--- src/rtl/arm_pkg.sv ---
// arm_pkg: shared writeback-stage types and constants for the LEGv8 datapath
// Contents: wb_state_t FSM encoding, XZR register index, data_t datapath word
package arm_pkg;
    typedef enum logic [1:0] {IDLE, WAIT_LOAD, WRITE} wb_state_t;
    localparam logic [4:0] XZR = 5'd31;
    typedef logic [63:0] data_t;
endpackage

--- src/rtl/wb_stage_if.sv ---
// wb_stage_if: memory-stage handshake, data-memory return and register-file write bus
// master: memory stage / dmem side, drives in_* and dmem_*, observes in_ready and write port
// slave:  wb_stage, drives in_ready, RegWrite, WriteRegister, WriteData, load_timeout_err
interface wb_stage_if #(parameter int DATA_W = 64);
    logic              in_valid;
    logic              in_ready;
    logic              in_RegWrite;
    logic              in_MemToReg;
    logic [4:0]        in_Rd;
    logic [DATA_W-1:0] in_ALUResult;
    logic              in_ByteLoad;
    logic              dmem_rvalid;
    logic [DATA_W-1:0] dmem_rdata;
    logic              RegWrite;
    logic [4:0]        WriteRegister;
    logic [DATA_W-1:0] WriteData;
    logic              load_timeout_err;
    modport master (
        output in_valid, in_RegWrite, in_MemToReg, in_Rd, in_ALUResult, in_ByteLoad,
        output dmem_rvalid, dmem_rdata,
        input  in_ready, RegWrite, WriteRegister, WriteData, load_timeout_err
    );
    modport slave (
        input  in_valid, in_RegWrite, in_MemToReg, in_Rd, in_ALUResult, in_ByteLoad,
        input  dmem_rvalid, dmem_rdata,
        output in_ready, RegWrite, WriteRegister, WriteData, load_timeout_err
    );
endinterface

--- src/rtl/wb_stage_load_extend.sv ---
// load_extend: zero-extends the low byte of load data for LDURB, else passes it through
// Ports: i_byte (byte load select), i_rdata (raw load data), o_data (extended result)
// Built only when WB_BYTE_LOAD_EN is defined.
`ifdef WB_BYTE_LOAD_EN
module load_extend #(parameter int DATA_W = 64) (
    input  logic              i_byte,
    input  logic [DATA_W-1:0] i_rdata,
    output logic [DATA_W-1:0] o_data
);
    always_comb o_data = i_byte ? {{(DATA_W-8){1'b0}}, i_rdata[7:0]} : i_rdata;
endmodule
`endif

--- src/rtl/wb_stage.sv ---
// wb_stage: LEGv8 writeback stage, one register-file write per retiring instruction
// Ports: clk, reset_n (sync, active-low), bus (wb_stage_if.slave: memory-stage
//   handshake in_*, load return dmem_*, register-file write port and sticky load_timeout_err)
// Option: WB_BYTE_LOAD_EN enables zero-extended byte loads via load_extend.
module wb_stage import arm_pkg::*; #(
    parameter int DATA_W       = 64,
    parameter int LOAD_TIMEOUT = 15
) (
    input  logic       clk,
    input  logic       reset_n,
    wb_stage_if.slave  bus
);
    localparam logic [7:0] LT_LAST = 8'(LOAD_TIMEOUT - 1);
    wb_state_t         r_state, w_next;
    logic [4:0]        r_rd;
    logic              r_we;
    logic [DATA_W-1:0] r_data, w_load;
    logic [7:0]        r_cnt;
    logic              r_err;
    logic              w_xfer, w_take, w_last;
`ifdef WB_BYTE_LOAD_EN
    logic              r_byte;
    load_extend #(.DATA_W(DATA_W)) u_ext (.i_byte(r_byte), .i_rdata(bus.dmem_rdata), .o_data(w_load));
`else
    assign w_load = bus.dmem_rdata;
`endif
    assign bus.in_ready         = r_state != WAIT_LOAD;
    assign w_xfer               = bus.in_valid & bus.in_ready;
    // rvalid wins over the timeout when both land in the same cycle
    assign w_take               = r_state == WAIT_LOAD & bus.dmem_rvalid;
    assign w_last               = r_state == WAIT_LOAD & ~bus.dmem_rvalid & r_cnt == LT_LAST;
    assign bus.RegWrite         = r_state == WRITE & r_we & r_rd != XZR;
    assign bus.WriteRegister    = r_rd;
    assign bus.WriteData        = r_data;
    assign bus.load_timeout_err = r_err;
    always_comb begin
        w_next = r_state;
        if (r_state == WAIT_LOAD)
            w_next = w_take ? WRITE : w_last ? IDLE : WAIT_LOAD;
        else
            w_next = w_xfer ? (bus.in_MemToReg ? WAIT_LOAD : WRITE) : IDLE;
    end
    always_ff @(posedge clk) begin
        if (!reset_n) begin
            r_state <= IDLE;
            r_rd    <= '0;
            r_we    <= 1'b0;
            r_data  <= '0;
            r_cnt   <= '0;
            r_err   <= 1'b0;
`ifdef WB_BYTE_LOAD_EN
            r_byte  <= 1'b0;
`endif
        end else begin
            r_state <= w_next;
            if (w_xfer) begin
                r_rd <= bus.in_Rd;
                r_we <= bus.in_RegWrite;
                if (!bus.in_MemToReg)
                    r_data <= bus.in_ALUResult;
                else
                    r_cnt <= '0;
`ifdef WB_BYTE_LOAD_EN
                if (bus.in_MemToReg)
                    r_byte <= bus.in_ByteLoad;
`endif
            end
            if (w_take)
                r_data <= w_load;
            if (w_last)
                r_err <= 1'b1;
            else if (r_state == WAIT_LOAD && !bus.dmem_rvalid)
                r_cnt <= r_cnt + 8'd1;
        end
    end
endmodule

--- src/flat_wrapper.sv ---
// flat-port wrapper written by rule: the top's interface ports become plain ports
module wb_stage_flat import arm_pkg::*;
#(
    parameter int DATA_W       = 64,
    parameter int LOAD_TIMEOUT = 15
)
  (clk, reset_n, bus_in_valid, bus_in_RegWrite, bus_in_MemToReg, bus_in_Rd, bus_in_ALUResult, bus_in_ByteLoad, bus_dmem_rvalid, bus_dmem_rdata, bus_in_ready, bus_RegWrite, bus_WriteRegister, bus_WriteData, bus_load_timeout_err);
  wb_stage_if #(.DATA_W(DATA_W)) bus_i ();
  input  logic clk;
  input  logic reset_n;
  input wire logic [$bits(bus_i.in_valid)-1:0] bus_in_valid;
  input wire logic [$bits(bus_i.in_RegWrite)-1:0] bus_in_RegWrite;
  input wire logic [$bits(bus_i.in_MemToReg)-1:0] bus_in_MemToReg;
  input wire logic [$bits(bus_i.in_Rd)-1:0] bus_in_Rd;
  input wire logic [$bits(bus_i.in_ALUResult)-1:0] bus_in_ALUResult;
  input wire logic [$bits(bus_i.in_ByteLoad)-1:0] bus_in_ByteLoad;
  input wire logic [$bits(bus_i.dmem_rvalid)-1:0] bus_dmem_rvalid;
  input wire logic [$bits(bus_i.dmem_rdata)-1:0] bus_dmem_rdata;
  output wire logic [$bits(bus_i.in_ready)-1:0] bus_in_ready;
  output wire logic [$bits(bus_i.RegWrite)-1:0] bus_RegWrite;
  output wire logic [$bits(bus_i.WriteRegister)-1:0] bus_WriteRegister;
  output wire logic [$bits(bus_i.WriteData)-1:0] bus_WriteData;
  output wire logic [$bits(bus_i.load_timeout_err)-1:0] bus_load_timeout_err;
  assign bus_i.in_valid = bus_in_valid;
  assign bus_i.in_RegWrite = bus_in_RegWrite;
  assign bus_i.in_MemToReg = bus_in_MemToReg;
  assign bus_i.in_Rd = bus_in_Rd;
  assign bus_i.in_ALUResult = bus_in_ALUResult;
  assign bus_i.in_ByteLoad = bus_in_ByteLoad;
  assign bus_i.dmem_rvalid = bus_dmem_rvalid;
  assign bus_i.dmem_rdata = bus_dmem_rdata;
  assign bus_in_ready = bus_i.in_ready;
  assign bus_RegWrite = bus_i.RegWrite;
  assign bus_WriteRegister = bus_i.WriteRegister;
  assign bus_WriteData = bus_i.WriteData;
  assign bus_load_timeout_err = bus_i.load_timeout_err;
  wb_stage #(.DATA_W(DATA_W), .LOAD_TIMEOUT(LOAD_TIMEOUT)) u_core (.clk(clk), .reset_n(reset_n), .bus(bus_i));
endmodule
--- config.mk ---
export PLATFORM = sky130hd
export DESIGN_NAME = wb_stage_flat
export DESIGN_NICKNAME = d
export VERILOG_FILES = /design/src/rtl/arm_pkg.sv /design/src/rtl/wb_stage_if.sv /design/src/rtl/wb_stage_load_extend.sv /design/src/rtl/wb_stage.sv /design/src/flat_wrapper.sv
export SDC_FILE = /design/constraint.sdc
export NUM_CORES = 1
export LEC_CHECK = 0
export ABC_AREA = 1
export ABC_CLOCK_PERIOD_IN_PS = 1750
export CORE_ASPECT_RATIO = 1.1
export CORE_MARGIN = 5
export CORE_UTILIZATION = 40
export CTS_CLUSTER_SIZE = 40
export DETAILED_ROUTE_END_ITERATION = 8
export GPL_ROUTABILITY_DRIVEN = 0
export PLACE_DENSITY = 0.93
export SLEW_MARGIN = 0
export SYNTH_ARGS = -nofsm -noshare
export SYNTH_HDL_FRONTEND = slang
export SYNTH_SLANG_ARGS = --single-unit
--- constraint.sdc ---
create_clock -name clk -period 1.75 [get_ports clk]
set_input_delay 0.4375 -clock clk [delete_from_list [all_inputs] [get_ports clk]]
set_output_delay 0.4375 -clock clk [all_outputs]
set_load 0.01 [all_outputs]
==> results.yml <==
route:
  dr.pass1.iters: 5
  drc: 0
  antenna_left: 0
  wl_mm: 12.5
  drtIter0Drc: 139
  drt-vias-per-instance: 4.66
  post_drt_wl_per_cell_um: 13.1
  vias: 4443
final_layout:
  diodes: 0
  post-route-util_pct: 67.5
  ff_latch_area_mm2: 0.00163
  fin_nets: 970
  instances_no_fill: 953
  syn_to_final_growth_pct: 66.2
  drive_gt1_share_pct: 7.80
  fill_cells: 814
  multi_input_area_mm2: 0.00185
timing:
  worst_slack_ns: 0.0341
  fin_crit_sh_pct: 98.1
  worst_clock_skew_ns: 0.00665
  timing.slew.headroom_pct: 76.8
  finalHoldViolCount: 0
  fmax_mhz: 583
  finalCriticalPeriod_ns: 1.72
  hold_ws_ns: 0.490
  worstMarginPinSlew_ns: 0.344
  setup_tns_ns: 0
  report.final.slew_viol_count: 0
  setup-violations-final: 0
floorplan:
  core.rowCount: 38
  fp.dieH_um: 115
  floorplan.initialDensity_pct: 40.6
  core-area_mm2: 0.00979
  fp.dieW_um: 105
  die_area_mm2: 0.0120
  ios: 212
cts:
  clock-root-buffer: "clkbuf_8"
  clkTransAtPathRegs_ns: 0.08
  cts_made_buffers: 9
  worstSkewPairLatency_ns: 0.35
  h-tree-depth: 3
  numClockSinks: 81
  cts_tree: "built"
  cts_hold_buf: 0
  clock_path_buffers: 2
yosys:
  yosys.area.top_type: "dfxtp_1"
  syn_inst: 611
  ys_ff_latch: 81
  yosysWarnings: 0
  ys_seq_area_share_pct: 40.7
  avgSynthCellArea_um2: 6.51
  synthTopCellsByArea: "dfxtp_1 41%, nor2_1 15%, o21ai_0 14%, nand2_1 8.3%, inv_1 7.1%"
  netlist_area_mm2: 0.00398
  syn_nets: 753
  synth.distinct_cells: 25
  yosysTopAreaCellShare_pct: 40.7
critical_path:
  path_buf_inv: 1
  worstPathRequired_ns: 1.31
  crit_arrival_ns: 1.28
  cp_slowest_cell: "clkdlybuf4s50_1"
  end_kind: "output port"
  crit_chain: "clkdlybuf4s50_1"
  setup.worst_path.start_class: "register"
  worstPathMaxFanout: 2
  crit_type: "register to output port"
  cpPeakStageDelay_ns: 0.57
  crit_family: "buffers and inverters"
grt:
  antenna_found_initial: 0
  grt_pass1_wl_mm: 19.7
  grt_pass1_vias: 4274
  met1_usage_pct: 22.3
  grt_usage_pct: 19.9
  use_met3_pct: 5.64
  grt_util_met2_pct: 35.8
  busiest_layer: "met2"
  grt_max_degree: 52
  grt_overflow: 0
pwr:
  p_leak_nw: 3.10
  max-vdd-ir-drop_v: 0.000515
  powerDensity_mw_per_mm2: 730
status:
  outcome: "completed"
placement:
  dp_cells: 937
  post-place-ws_ns: -0.126
  io_buffers: 210
  post-dp-hpwl_mm: 9.56
hold_path:
  min_path_type: "primary input to register"
run:
  cap_violations: 0
[repair_timing]
action / 4_1_cts / 5_1_grt
endpoints found under the setup margin: 5 / 4
gates resized for setup: 10 / 9
setup buffers: 0 / 0
pin swaps: 0 / 2
[logic make-up after synthesis]
family                   Yosys count  synth area share [%]
buffers and inverters            114                  13.3
flip-flops                        81                  40.7
AND/OR/NAND/NOR                  266                  26.3
adder cells (fa/ha/maj)            2                 0.629
AO/OA/AOI/OAI                    148                  19.0
[synth_stat cells (all sizes together)]
master / count
a21boi: 1
a21oi: 6
buf: 23
clkbuf: 14
dfxtp: 81
ha: 2
inv: 77
nand2: 90
nand3: 10
nand3b: 1
nand4: 1
nor2: 160
nor3: 3
nor4b: 1
o21ai: 140
o21bai: 1
[worst paths after layout]
path         slack (ns)                   startpoint                          end  cells past startpoint
max                0.03     u_core.bus.WriteData[21]            bus_WriteData[21]                      1
min                0.49                      reset_n            u_core.r_state[1]                      3
max reg2reg        0.28            u_core.r_state[1]     u_core.bus.WriteData[56]                      9
min reg2reg        0.50  u_core.bus.load_timeout_err  u_core.bus.load_timeout_err                      2
[sequential cells by signal (all words and copies together) (netlist names)]
signal	flops
u_core.r_cnt	8
u_core.r_state	2
u_core.bus.WriteRegister	5
u_core.r_we	1
u_core.bus.WriteData	64
u_core.bus.load_timeout_err	1
[metrics by stage]
| stage | instance area, um2 | power [mW] |
|---|---|---|
| after detailed placement | 6370 | 3.32 |
| after floorplan | 3980 | 2.57 |
| after global placement | 6370 | 3.29 |
| after CTS | 6590 | 4.87 |
| final | 6620 | 4.83 |
| after global routing | 6620 | 5.08 |
[layer usage]
metal	share of wire [%]	routed length [um]
met1	39	4930
met2	51	6400
met3	6.9	863
met4	2.3	287
met5	0	0
[cells in the final DEF (no fill, tap or decap), types with 4 or more instances in the layout]
| cell | instances |
|---|---|
| nand3_1 | 8 |
| buf_4 | 23 |
| dlygate4sd2_1 | 4 |
| dfxtp_1 | 78 |
| o21ai_1 | 27 |
| nor2_1 | 158 |
| clkdlybuf4s50_1 | 201 |
| a21oi_1 | 6 |
| inv_1 | 75 |
| nand2_1 | 87 |
| buf_12 | 10 |
| clkbuf_8 | 10 |
| o21ai_0 | 112 |
[area by class of cell]
type	count	area share, %
Clock buffer	10	2.08
Clock inverter	6	1.38
Inverter	77	4.37
Tap cell	120	2.27
Multi-Input combinational cell	416	28.0
Timing Repair Buffer	243	37.3
Sequential cell	81	24.6
[where the power goes]
group | switching, mW | leakage (nW) | internal (mW)
Clock | 0.712 | 0.116 | 0.848
Sequential | 0.0747 | 0.669 | 1.99
Combinational | 0.501 | 2.31 | 0.706
Total | 1.29 | 3.10 | 3.54
Note: power is estimated with default switching activity, not from simulation.
